File: config.mk
export PLATFORM = sky130hd
export DESIGN_NAME = data_ram_port_arbiter
export DESIGN_NICKNAME = d
export VERILOG_FILES = /design/src/rtl/data_ram_port_arbiter_pkg.sv /design/src/rtl/data_ram_port_arbiter_rr.sv /design/src/rtl/data_ram_port_arbiter.sv
export SDC_FILE = /design/constraint.sdc
export NUM_CORES = 1
export LEC_CHECK = 0
export BUFFER_PORTS_ARGS = -buffer_cell sky130_fd_sc_hd__clkbuf_2
export CORE_MARGIN = 2
export CORE_UTILIZATION = 40
export DETAILED_ROUTE_END_ITERATION = 10
export MAX_ROUTING_LAYER = met4
export PLACE_DENSITY = 0.92
export SLEW_MARGIN = 20
export SYNTH_ARGS = -nofsm -noshare
export SYNTH_HDL_FRONTEND = slang
export SYNTH_SLANG_ARGS = --single-unit
File: constraint.sdc
create_clock -name clk_i -period 4.7 [get_ports clk_i]
set_clock_uncertainty 0.15 [all_clocks]
set_input_delay 0 -clock clk_i [delete_from_list [all_inputs] [get_ports clk_i]]
set_output_delay 0 -clock clk_i [all_outputs]
set_load 0.02 [all_outputs]
File: src/rtl/data_ram_port_arbiter_pkg.sv
// Shared types for the hash-table data RAM port arbiter.
// Table geometry, RAM word type and arbiter defaults.
package data_ram_port_arbiter_pkg;

   localparam int TABLE_ADDR_WIDTH = 10;
   localparam int ENGINES_CNT_DEF  = 3;
   localparam int STARVE_LIMIT_DEF = 4;

   typedef logic [31:0] ram_data_t;
   typedef logic [$clog2(ENGINES_CNT_DEF)-1:0] eng_id_t;

endpackage

File: src/rtl/data_ram_port_arbiter_rr.sv
// Round-robin arbiter: one-hot grant, pointer advances on accepted grant.
// Search starts one past the last winner.
module rr_arbiter #(
   parameter int N    = 3,
   parameter int ID_W = (N > 1) ? $clog2(N) : 1
) (
   input  logic            clk_i,
   input  logic            rst_i,
   input  logic [N-1:0]    req_i,
   input  logic            advance_i,
   output logic [N-1:0]    gnt_o,
   output logic [ID_W-1:0] idx_o
);

   logic [ID_W-1:0] ptr;
   logic            found;
   int              j;

   always_comb begin
      gnt_o = '0;
      idx_o = '0;
      found = 1'b0;
      j     = 0;
      for (int off = 1; off <= N; off++) begin
         j = (int'(ptr) + off) % N;
         if (!found && req_i[j]) begin
            found    = 1'b1;
            gnt_o[j] = 1'b1;
            idx_o    = ID_W'(j);
         end
      end
   end

   always_ff @(posedge clk_i or posedge rst_i) begin
      if (rst_i) begin
         ptr <= ID_W'(N - 1);
      end else if (advance_i && found) begin
         ptr <= idx_o;
      end
   end

endmodule

File: src/rtl/data_ram_port_arbiter.sv
// Single-port data RAM scheduler: round-robin reads, write priority
// with read-starvation protection, and per-engine read-data strobes.
module data_ram_port_arbiter
   import data_ram_port_arbiter_pkg::*;
#(
   parameter int ENGINES_CNT  = ENGINES_CNT_DEF,
   parameter int RAM_LATENCY  = 2,
   parameter int A_WIDTH      = TABLE_ADDR_WIDTH,
   parameter int STARVE_LIMIT = STARVE_LIMIT_DEF
) (
   input  logic                              clk_i,
   input  logic                              rst_i,
   input  logic [ENGINES_CNT-1:0]            rd_req_i,
   input  logic [ENGINES_CNT-1:0][A_WIDTH-1:0] rd_addr_i,
   output logic [ENGINES_CNT-1:0]            rd_gnt_o,
   output logic [ENGINES_CNT-1:0]            rd_data_val_o,
   input  logic                              wr_req_i,
   input  logic [A_WIDTH-1:0]                wr_addr_i,
   input  ram_data_t                         wr_data_i,
   output logic                              wr_gnt_o,
   output logic [A_WIDTH-1:0]                ram_addr_o,
   output logic                              ram_en_o,
   output logic                              ram_we_o,
   output ram_data_t                         ram_wdata_o,
   output logic                              rd_in_flight_o
);

   localparam int ID_W = $clog2(ENGINES_CNT);
   localparam int SW   = $clog2(STARVE_LIMIT + 1);

   logic [ENGINES_CNT-1:0] arb_gnt;
   logic [ID_W-1:0]        rd_idx;
   logic [SW-1:0]          starve_cnt;
   logic                   rd_pend;
   logic                   force_rd;
   logic                   wr_win;
   logic                   rd_en;

   logic [RAM_LATENCY-1:0]           pipe_val;
   logic [RAM_LATENCY-1:0][ID_W-1:0] pipe_id;

   assign rd_pend  = |rd_req_i;
   assign force_rd = (starve_cnt == SW'(STARVE_LIMIT)) && rd_pend;
   // Grants are suppressed while reset is held so every output reads 0.
   assign wr_win   = wr_req_i && !force_rd && !rst_i;
   assign rd_en    = rd_pend && !wr_win && !rst_i;

   rr_arbiter #(
      .N    (ENGINES_CNT),
      .ID_W (ID_W)
   ) u_rr (
      .clk_i     (clk_i),
      .rst_i     (rst_i),
      .req_i     (rd_req_i),
      .advance_i (rd_en),
      .gnt_o     (arb_gnt),
      .idx_o     (rd_idx)
   );

   assign rd_gnt_o = rd_en ? arb_gnt : '0;
   assign wr_gnt_o = wr_win;
   assign ram_en_o = rd_en || wr_win;

   always_comb begin
      ram_addr_o  = '0;
      ram_we_o    = 1'b0;
      ram_wdata_o = '0;
      if (wr_win) begin
         ram_addr_o  = wr_addr_i;
         ram_we_o    = 1'b1;
         ram_wdata_o = wr_data_i;
      end else if (rd_en) begin
         ram_addr_o = rd_addr_i[rd_idx];
      end
   end

   always_ff @(posedge clk_i or posedge rst_i) begin
      if (rst_i) begin
         starve_cnt <= '0;
      end else if (rd_en || !rd_pend) begin
         starve_cnt <= '0;
      end else if (wr_win && starve_cnt != SW'(STARVE_LIMIT)) begin
         starve_cnt <= starve_cnt + 1'b1;
      end
   end

   always_ff @(posedge clk_i or posedge rst_i) begin
      if (rst_i) begin
         pipe_val <= '0;
         pipe_id  <= '0;
      end else begin
         pipe_val[0] <= rd_en;
         pipe_id[0]  <= rd_en ? rd_idx : '0;
         for (int i = 1; i < RAM_LATENCY; i++) begin
            pipe_val[i] <= pipe_val[i-1];
            pipe_id[i]  <= pipe_id[i-1];
         end
      end
   end

   assign rd_data_val_o = pipe_val[RAM_LATENCY-1]
                        ? (ENGINES_CNT'(1) << pipe_id[RAM_LATENCY-1])
                        : '0;
   assign rd_in_flight_o = |pipe_val;

endmodule

Yosys cells after proc, flatten, opt, wreduce, memory -nomap -nowiden:

Index checks and enable logic that the tools add are counted.

* register bits: 11
* input bits: 78
* output and inout bits: 52
* word-level logic and storage cells: 82

* add/subtract/negate cells: 4
* divide/modulo/power cells: 3
* magnitude comparators: 7
* equal/unequal tests: 2
* shift-type cells: 1
* mux-type cells: 35
* bitwise logic cells: 2
* reductions and logical operators: 23

Operators by type and width (count)
* $ge 32x1->1 const B: 3
* $lt 32x4->1 const B: 3
* $mod 32x3->32 const B: 3
* $mux 32: 1
* $mux 10: 3
* $mux 3: 7
* $bmux 10 s2: 1
* $mux 1: 13
* $logic_and 1x1->1: 12
* $mux 2: 4
* $add 2x2->3 const B: 2
* $bmux 1 s2: 3
* $demux 1 s2: 3
* $logic_not 1->1: 6
* $or 3x3->3: 2
* $add 2x1->3 const B: 1
* $add 3x1->3 const B: 1
* $eq 3x3->1 const B: 1
* $lt 2x3->1 const B: 1
* $ne 3x3->1 const B: 1
* $reduce_or 3->1: 1
* $shl 1x2->3 const A: 1
* $logic_or 1x1->1: 2
* $reduce_bool 2->1: 1
* $reduce_or 2->1: 1

Longest topological paths before layout:

Gate-level depths: netlist of the first run.

* word-level depth: 16
* gate-level depth with buffers: 10
* mapped depth without buffers: 8

By module:

A second synthesis of the first run with hierarchy kept.

* cells, all modules: 168
* area total of the unflattened synthesis: 1473.9 sq um

By module, submodules not included
* data_ram_port_arbiter: instances 1, cells each 111, area an instance 1006.0 sq um, seq. area each 225.2 sq um
* rr_arbiter: instances 1, cells each 57, area an instance 467.9 sq um, seq. area each 51.3 sq um

Worst setup path before layout of the first run:

OpenSTA, ideal clock, no wires.

* path type: register to output
* start point: reg u_rr.ptr[1]
* end point: out ram_addr_o[0]
* arrival: 2153 ps
* data required time: 4550 ps
* setup slack: 2397 ps
* stages on the path, launching flop included: 10
* buffers on the path: 2
* cells stage by stage: dfstp_2 > ha_1 > buf_4 > mux2i_1 > o21ai_1 > o21ai_1 > o21ai_1 > buf_6 > mux2i_1 > a21oi_1

* longest elaborated chain between the ends: 16
* elaborated cells on any way between the ends: 28
* classes of those cells: add/sub (3); div (3); mux (18); reduce/logical (4)

Ends and longest elaborated chain
* start: declaration: RTL line data_ram_port_arbiter_rr.sv:15 `logic [ID_W-1:0] ptr;`
* start signal: assignment: RTL line data_ram_port_arbiter_rr.sv:36 `ptr <= ID_W'(N - 1);`
* start signal: assignment: RTL line data_ram_port_arbiter_rr.sv:38 `ptr <= idx_o;`
* $add 2x1->3: RTL line data_ram_port_arbiter_rr.sv:25 `j = (int'(ptr) + off) % N;`
* $mod 32x3->32: RTL line data_ram_port_arbiter_rr.sv:25
* $bmux 1 s2: RTL line data_ram_port_arbiter_rr.sv:26 `if (!found && req_i[j]) begin`
* $mux 1 (implied by the code) (2 in a row): RTL line data_ram_port_arbiter_rr.sv:26
* $mux 1: RTL line data_ram_port_arbiter_rr.sv:26
* $logic_not 1->1: RTL line data_ram_port_arbiter_rr.sv:26
* $logic_and 1x1->1: RTL line data_ram_port_arbiter_rr.sv:26
* $mux 1: RTL line data_ram_port_arbiter_rr.sv:26
* $logic_not 1->1: RTL line data_ram_port_arbiter_rr.sv:26
* $logic_and 1x1->1: RTL line data_ram_port_arbiter_rr.sv:26
* $mux 2 (*): RTL line data_ram_port_arbiter_rr.sv:26
* $bmux 10 s2 (*): RTL line data_ram_port_arbiter.sv:73 `ram_addr_o = rd_addr_i[rd_idx];`
* $mux 10 (implied by the code) (*): RTL line data_ram_port_arbiter.sv:73
* $mux 10 (*): RTL line data_ram_port_arbiter.sv:72 `end else if (rd_en) begin`
* $mux 10 (*): RTL line data_ram_port_arbiter.sv:68 `if (wr_win) begin`
* end: declaration: RTL line data_ram_port_arbiter.sv:21 `output logic [A_WIDTH-1:0] ram_addr_o,`

Every way passes the cells marked *; elsewhere a longest branch is shown, timed or not. The select of a mux whose other input is x is not followed.

Final worst setup path of the first run:

* start point: reg u_rr.ptr[0]
* end point: out ram_addr_o[5]

Same word-level chain as after synthesis.

==> results by stage, run 1 <==
Synthesis:
- In this run the cell area of the synthesized design comes to approximately 0.0014 mm^2.
- The count of mapped cells out of synthesis is between 150 and 200.
- The xor and xnor fraction of the mapped netlist area is 0%.
- The sequential area share after synthesis is 19.7%.
- The largest family of logic cells by synthesized area is simple AND/OR/NAND/NOR gates.
- The count of yosys warnings during synthesis is 0.
- The share of the synthesized area in compound gates (AO/OA/AOI/OAI) is between 20% and 30%.
- In the post-synthesis netlist, the biggest area contributors are and2_1, dfrtp_1, mux2i_1.
- In this run the biggest area consumer among cell types represents between 10% and 20% of the synthesized area.
- The synthesized netlist devotes between 5 and 6% of its cell area to adder and majority cells.
- The distinct cell type count of the synthesized netlist is 41.
- Counting flops and latches in the post-synthesis netlist gives 11.
- A synthesized cell averages around 7.8 um^2.
- The synthesized netlist devotes 34.1% of its cell area to simple gates.
- The synthesized design spends more area on one cell type than any other, namely and2_1.
- The number of nets handed over by synthesis was between 200 and 300.
- The share of synthesized area spent on multiplexers is around a tenth.

Timing:
- The worst pin sits at a relative slew slack of 47.6%.
- The maximum clock frequency is between 200 and 300 MHz.
- Setup repair after global routing left no endpoint under its margin.
- The setup TNS is 0 ns.
- The final-report hold violation count is 0.
- The count of final max-slew check failures came to 0.
- The share of the clock period used by the worst path after layout is 72.8%.
- The final setup violation count is 0.
- The clock period could shrink to roughly 3.4 ns.
- The slew at the pin closest to its max-slew limit is between 0.7 and 0.8 ns.

Global routing:
- Global routing finished with a remaining overflow of 0.
- The initial antenna violation count was 0.
- Global routing used 24.7% of the available tracks across all layers.
- Entering global routing, the biggest net connects between 40 and 50 pins.
- The number of global-route vias before repair was 1682.
- The wire length of the first global-routing pass is 7810 um.

Floorplanning:
- The die area is 0.00400 mm^2.
- The I/O pin count is between 100 and 150.
- From bottom edge to top edge, the die measures 63.2 um.
- The die is ~63 um wide.
- The area of the core is around 0.0034 mm^2.
- The effective utilization at floorplan is between 40% and 50%.
- The number of standard-cell rows in the floorplan is 21.

Detailed routing:
- The total detailed-routing wirelength is about 5000 um.
- The number of antenna-violating nets in the routed design is 0.
- For this run, design rule violations remaining after detail routing come to 0.
- The first detailed-routing pass ran for 4 iterations.
- The wire length per cell is about 14 um.
- The vias after detailed routing is about 1800.
- The detailed router finished its first iteration with 111 violations.
- In the routed layout, each cell is associated on average with a via count of between 5 and 6.

Layout:
- The sequential standard cell area is around 280 um^2.
- Fill cells in the final layout number 308.
- The multi-input combinational cells in the finished layout cover a total of ~0.0010 mm^2.
- 0 antenna diodes ended up in the layout.
- After routing the design area is between 0.002 and 0.0025 mm^2.
- The fraction of layout instances using a drive strength above 1 is a little under half.
- The final layout net count is ~400.
- Compared with the post-synthesis result, the final layout area differs by 53.0%.

Critical path:
- The buffering stage count on the worst path with inverters included is 2.
- The largest fanout of any net on the critical path is 12.
- For this run, the slowest stage of the critical path takes 0.71 ns.
- The endpoint identified for the worst register-to-register timing path is u_rr.ptr[1]$_DFFE_PP1P_.
- The critical register-to-register path startpoint is u_rr.ptr[0]$_DFFE_PP0P_.
- Tracing the worst setup path back leads to its startpoint at u_rr.ptr[0]$_DFFE_PP0P_.
- The worst setup path is of the register to output pin kind.
- Among all stages on the critical path, the largest delay is contributed by o31ai_2.
- The most critical setup path has its endpoint at ram_addr_o[5].
- The required time of the worst setup path is 4.55 ns.
- STA classifies the critical path startpoint as a register.
- The signal on the critical path passes through inv_1, ha_1, mux2i_1, nor2_1, o31ai_2, nor2_2, a311oi_1, a21oi_1, clkbuf_2.
- For the worst setup path, the data arrival time is 3.27 ns.
- For the worst flop-to-flop path, the logic depth is 7.
- The top cell family by delay on the critical path is compound AO/OA/AOI/OAI gates.
- STA classifies the critical path endpoint as an output pin.
- The setup slack of the worst register-to-register path is between 1.5 and 2 ns.
- In this run the number of cells on the critical path is 9.

Run status:
- The flow ran to the end, and the final reports show no timing, DRC or antenna violations.

Clock tree:
- The number of clock sinks seen by CTS is 11.
- The clock tree from TritonCTS is done.
- Clock latency on the worst-skew pair, taken at its later pin, is 0.26 ns.
- The buffer depth of the longest clock path is 2.
- The cell sitting at the root of the clock tree is a clkbuf_4.
- The total CTS buffers is 3.
- In this run the number of H-tree levels came out at 1.
- Clock-pin slew was measured on the worst setup and hold paths at ~0.07 ns.

Power:
- The maximum resistive drop on vdd is between 0.15 and 0.2 mV.
- Dividing total power by cell area gives a power density of 394 mW/mm^2.
- The total leakage power is between 1 and 1.5 nW.

Place:
- The number of buffers inserted by port buffering is ~130.
- The weighted congestion reported at the end of routability-driven placement is 1.02.
- The placed cell area is around 0.002 mm^2.
- The detailed placer's ending HPWL is ~4100 um.

Min path:
- The class of the tightest hold or removal check is input pin to output pin.

Flow run:
- Max-cap violations in this run came to 0.
## Yosys cell counts
master    count
nor2_2        1
o21ai_0       6
a21oi_1      17
o22a_1        1
and2b_1       1
buf_6         2
clkinv_1      1
a21o_1        3
nor2b_1       1
inv_1         8
a221oi_1      1
mux2i_1      12
o31a_1        1
dfstp_2       1
and2_1       43
and3_1        1
nand3b_1      2
mux2_1        1
o21ai_2       1
nor3_2        2
nand2_1       4
o31ai_2       1
nor3b_1       1
buf_2         5
nor2_1       19
and3b_1       2
buf_4         2
or3_1         1
a211oi_1      1
o2bb2a_4      1
clkbuf_1      2
or2_2         1
o21a_4        1
nand4b_1      1
nand3_1       2
o21ai_1       3
a311oi_1     10
dfrtp_1      10
ha_1          6
nand2b_1      1
o21a_1        1
## cell families (layout without fill, tap and decap cells)
group / Yosys count / after routing
compound gates: 48 / 48
fa+ha+maj: 6 / 6
buf+inv: 20 / 149
flops: 11 / 11
mux: 13 / 13
simple gates: 83 / 83
## repair_timing
item	CTS	global route
gates resized for setup	0	0
hold endpoints to repair	13	0
setup buffers	0	0
hold buffers	6	0
## cells in the final DEF (no fill, tap or decap), types with 6 or more instances in the layout
cell / Yosys / final
dfrtp_1: 10 / 10
inv_1: 8 / 8
ha_1: 6 / 6
dlygate4sd3_1: 0 / 6
o21ai_0: 6 / 6
a21oi_1: 17 / 17
a311oi_1: 10 / 10
and2_1: 43 / 43
nor2_1: 19 / 19
clkbuf_2: 0 / 129
mux2i_1: 12 / 12
## tightest hold or removal path: cells and delay by family
family,cells,cell delay [ns]
simple gates,1,0.10
buf+inv,2,0.23
## worst min path at each step
| stage | start | endpoint | slack [ns] | cells after the start |
|---|---|---|---|---|
| after floorplan | rst_i | pipe_id[0]$_DFF_PP0_ | -0.28 | 1 |
| after global placement | rst_i | u_rr.ptr[0]$_DFFE_PP0P_ | -0.03 | 2 |
| after detailed placement | rst_i | pipe_id[0]$_DFF_PP0_ | -0.04 | 2 |
| after CTS | rd_req_i[1] | pipe_id[0]$_DFF_PP0_ | 0.16 | 4 |
| after global routing | wr_data_i[21] | ram_wdata_o[21] | 0.19 | 3 |
| final | wr_data_i[17] | ram_wdata_o[17] | 0.18 | 3 |
## power breakdown
group          internal, mW  switching, mW
clock network        0.0328         0.0286
registers             0.113         0.0123
logic                 0.266          0.395
## final cells by class
cell class / instances / area share [%]
multi-input combinational: 150 / 48.1
timing repair buffer: 136 / 33.5
sequential: 11 / 12.9
tap: 46 / 2.68
inverter: 9 / 1.57
clock buffer: 4 / 1.22
## state kept, by name (all words and copies together) (netlist names)
register / flops
pipe_id: 4
u_rr.ptr: 2
pipe_val: 2
starve_cnt: 3
## stage by stage
step                      setup WS (ns)  utilization [%]  instances  power (mW)  hold WS, ns
after floorplan                    2.40                -        181       0.643       -0.277
final                              1.28             63.9        356       0.847        0.179
after CTS                          1.23             63.3        355       0.838        0.159
after global routing               1.06             63.9        356       0.914        0.193
after global placement             1.66             60.8        345       0.754      -0.0343
after detailed placement           1.52             60.8        345       0.772      -0.0369
## per-layer routing
metal | track usage (%) | routed length (um) | up-vias | share of wire, %
met1 | 29.3 | 1970 | 818 | 39
met5 | - | 0 | - | 0
met2 | 43.4 | 2510 | 111 | 50
li1 | - | - | 890 | -
met4 | 4.08 | 55 | 0 | 1.1
met3 | 5.71 | 460 | 6 | 9.2
No activity file was read; power rests on OpenSTA's default activity.
==> run 2: changes to the inputs <==
CORE_UTILIZATION = 34   (was 40)
PLACE_DENSITY = 0.84   (was 0.92)
clock period = 2.97 ns   (was 4.7 ns; I/O delays follow)
==> run 2 against run 1 <==
Power increased by 65%. Setup slack got worse by 1.0 ns. First-iteration DRC count decreased by 63%. Die area increased by 16%. Clock power increased by 140%. Register-to-register slack got worse by 1.3 ns. Count of clock-buffer cells in the layout unchanged. Critical endpoint is now ram_addr_o[2].
==> results by stage, run 2 (synthesized netlist as in run 1, its figures left out) <==
Run status:
- The flow ran to the end, and the final reports show no timing, DRC or antenna violations.

Global routing:
- The number of global-route vias before repair is 1515 (-9.9%).
- The initial antenna violation count is 0 (unchanged).
- The wire length of the first global-routing pass came to 6390 um (-18%).
- The global route total overflow is 0 (unchanged).
- The combined global-route utilization of all metal layers is 18.9% (-5.8 points).
- The maximum number of pins on one net before global-route repair is 28 (-38%).

Power:
- The maximum resistive drop on vdd is 0.265 mV (+52%).
- The share of total power consumed by net switching is 48.8% (-2.7 points).
- The internal cell power is 718 uW (+75%).
- The combinational fraction of design power came to 75.3% (-2.7 points).
- The fraction of power consumed by sequential logic is 14.2% (-0.6 points).
- The total power divided by cell area is 646 mW/mm^2 (+64%).
- The clock share of power is 10.5% (+3.3 points).
- The total leakage power is 1.23 nW (+0.60%).
- The switching power of the nets came to 684 uW (+57%).
- The overall power is 1.40 mW (+65%).

Floorplanning:
- The width of the chip is 68.3 um (+7.9%).
- The y dimension of the die is 68.3 um (+7.9%).
- The I/O pin count is 130 (unchanged).
- The area of the core came to 0.00400 mm^2 (+19%).
- The die area is 0.00466 mm^2 (+16%).
- The number of standard-cell rows in the floorplan is 23 (+9.5%).
- The effective utilization at floorplan was 35.1% (-6.6 points).

Detailed routing:
- The post-route DRC violation count is 0 (unchanged).
- The wire length per cell is 12.6 um (-10%).
- The number of antenna-violating nets in the routed design is 0 (unchanged).
- The total detailed-routing wirelength is 4550 um (-8.9%).
- The detailed-router iteration count before antenna repair is 5 (+1).
- The number of design-rule violations left by the first detailed-router iteration is 41 (-63%).
- The per-cell via count in the routed design is 4.91 (-4.2%).
- The vias after detailed routing came to 1772 (-2.9%).

Clock tree:
- The total CTS buffers came to 3 (unchanged).
- The insertion delay of the later-clocked pin in the worst-skew pair was 0.24 ns (-0.02 ns).
- The number of H-tree levels is 1 (unchanged).
- The tree is rooted in a clkbuf_8.
- The clock slew seen by the registers of the worst setup and hold paths is 0.05 ns (-0.02 ns).
- The clock tree from TritonCTS is done.
- The number of clock sinks seen by CTS was 11 (unchanged).
- The buffer depth of the longest clock path is 2 (unchanged).

Flow run:
- The max-capacitance violation count is 0 (unchanged).

Timing:
- The clock period minus final worst setup slack is between 2 and 3 ns.
- The final-report hold violation count was 0 (unchanged).
- The normalized max-slew margin is 48.9% (+1.3 points).
- Derived from the worst setup path, the maximum achievable clock frequency is 368 MHz.
- The count of final max-slew check failures is 0 (unchanged).
- The setup slack after layout is 0.254 ns (-1.03 ns).
- The final setup violation count is 0 (unchanged).
- The slew at the pin closest to its max-slew limit came to 0.764 ns (-0.0171 ns).
- Setup repair after global routing left no endpoint under its margin.
- The setup TNS is 0 ns (unchanged).
- In the finished design, the share of the clock period the worst path needs comes to around nine tenths.

Layout:
- In the final layout, the registers with the most flip-flops are pipe_id (4), starve_cnt (3).
- The final layout net count is 396 (+0.25%).
- The post-layout instance area is 0.00217 mm^2 (+0.93%).
- The total inserted antenna cells is 0 (unchanged).
- The fraction of layout instances using a drive strength above 1 is 46.6% (+0.49 points).
- The flip-flop count of the largest register, all copies and words added is 4 (unchanged).
- The top cell types in the final layout, fill and taps aside, are clkbuf_2, and2_1, nor2_1, a21oi_1, mux2i_1.
- Compared with the post-synthesis result, the final layout area differs by 54.5%.
- The most frequent standard cell in the layout excluding fill and tap cells is clkbuf_2.
- The top register by number of flip-flops is pipe_id.

Critical path:
- The setup slack of the worst register-to-register path is 0.64 ns (-1.33 ns).
- The critical path startpoint category is a register.
- The critical path is of the register to output pin type.
- The largest fanout of any net on the critical path was 10 (-2).
- The first element of the critical path is u_rr.ptr[0]$_DFFE_PP0P_.
- On the critical path, the stage with the largest delay is an instance of ha_2.
- In this design, the critical path's most frequently occurring cell is mux2i_1.
- The signal arrival time at the worst endpoint came to 2.57 ns (-0.70 ns).
- The sort of element at the end of the critical path is an output pin.
- The signal on the critical path passes through inv_1, ha_2, mux2i_1, nor2_1, o22a_1, o21ai_1, buf_4, mux2i_1, a21oi_1, clkbuf_2.
- The largest stage delay on the critical path came to 0.42 ns (-0.29 ns).
- The required time of the worst setup path is 2.82 ns (-1.73 ns).
- The critical register-to-register path startpoint is u_rr.ptr[0]$_DFFE_PP0P_.

Min path:
- The class of the tightest hold or removal check is input pin to register.
- The startpoint identified for the worst hold timing path is rd_req_i[0].

Place:
- The weighted congestion reported at the end of routability-driven placement is 0.920 (-10%).
- The number of buffers inserted by port buffering is 129 (unchanged).
- The placed cell area is 0.00207 mm^2 (+1.3%).
- The detailed placer's ending HPWL came to 3780 um (-7.9%).
- The worst slack after detailed placement is 0.457 ns (-1.07 ns).
## run 2: cell types whose count changed in the layout (fill, tap and decap cells not counted), sizes merged
cell / delta
buf: +2
dlygate4sd3: -1
## run 2: path summary, 6_finish.rpt
path	endpoint	cells past startpoint
setup reg to reg	u_rr.ptr[1]$_DFFE_PP1P_	8
hold reg to reg	pipe_id[3]$_DFF_PP0_	0
max in group asynchronous	u_rr.ptr[1]$_DFFE_PP1P_	3
hold / removal	starve_cnt[0]$_DFFE_PP0P_	3
min in group asynchronous	starve_cnt[1]$_DFFE_PP0P_	3
setup / recovery	ram_addr_o[2]	10
## run 2: area by class of cell
class	instances	area, um^2
fillers	362	1830
multi-input cells	150	1030
repair buffers	137	718
flip-flops and latches	11	277
well taps	50	62.6
clock buffers	4	45.0
inverters	9	33.8
## run 2: layer usage
layer	up-vias	global-route usage, %	share of wire (%)
met5	-	-	0
met4	0	6.75	1.3
met3	9	3.62	7.9
met2	90	31.3	48
met1	782	22.9	43
li1	891	-	-
## run 2: repair_timing
item                                    in CTS  in global routing
hold endpoints to repair                    13                  0
buffers inserted                             0                  0
hold buffers                                 5                  0
endpoints found under the setup margin       0                  1
resized for setup                            0                  1
## run 2: through the flow
stage	hold WS, ns	util [%]	instances
2_1_floorplan	-0.277	-	181
3_3_place_gp	-0.0386	51.8	352
3_5_place_dp	-0.0309	51.8	352
4_1_cts	0.00866	54.1	361
5_1_grt	0.0745	54.2	361
6_report	0.0132	54.2	361
## run 2: critical path: cells and delay by family, from the launching register on
family          cells  cell delay (ns)
buf+inv             3             0.47
simple gates        1             0.12
flops               1             0.39
mux                 2             0.53
compound gates      3             0.40
fa+ha+maj           1             0.42
## run 2: power by group through the flow
stage	combinational (mW)	sequential [mW]	clock, mW
2_1_floorplan	0.821	0.196	0
4_1_cts	1.06	0.199	0.154
3_3_place_gp	1.04	0.198	0
6_report	1.05	0.199	0.148
3_5_place_dp	1.05	0.201	0
5_1_grt	1.16	0.202	0.161
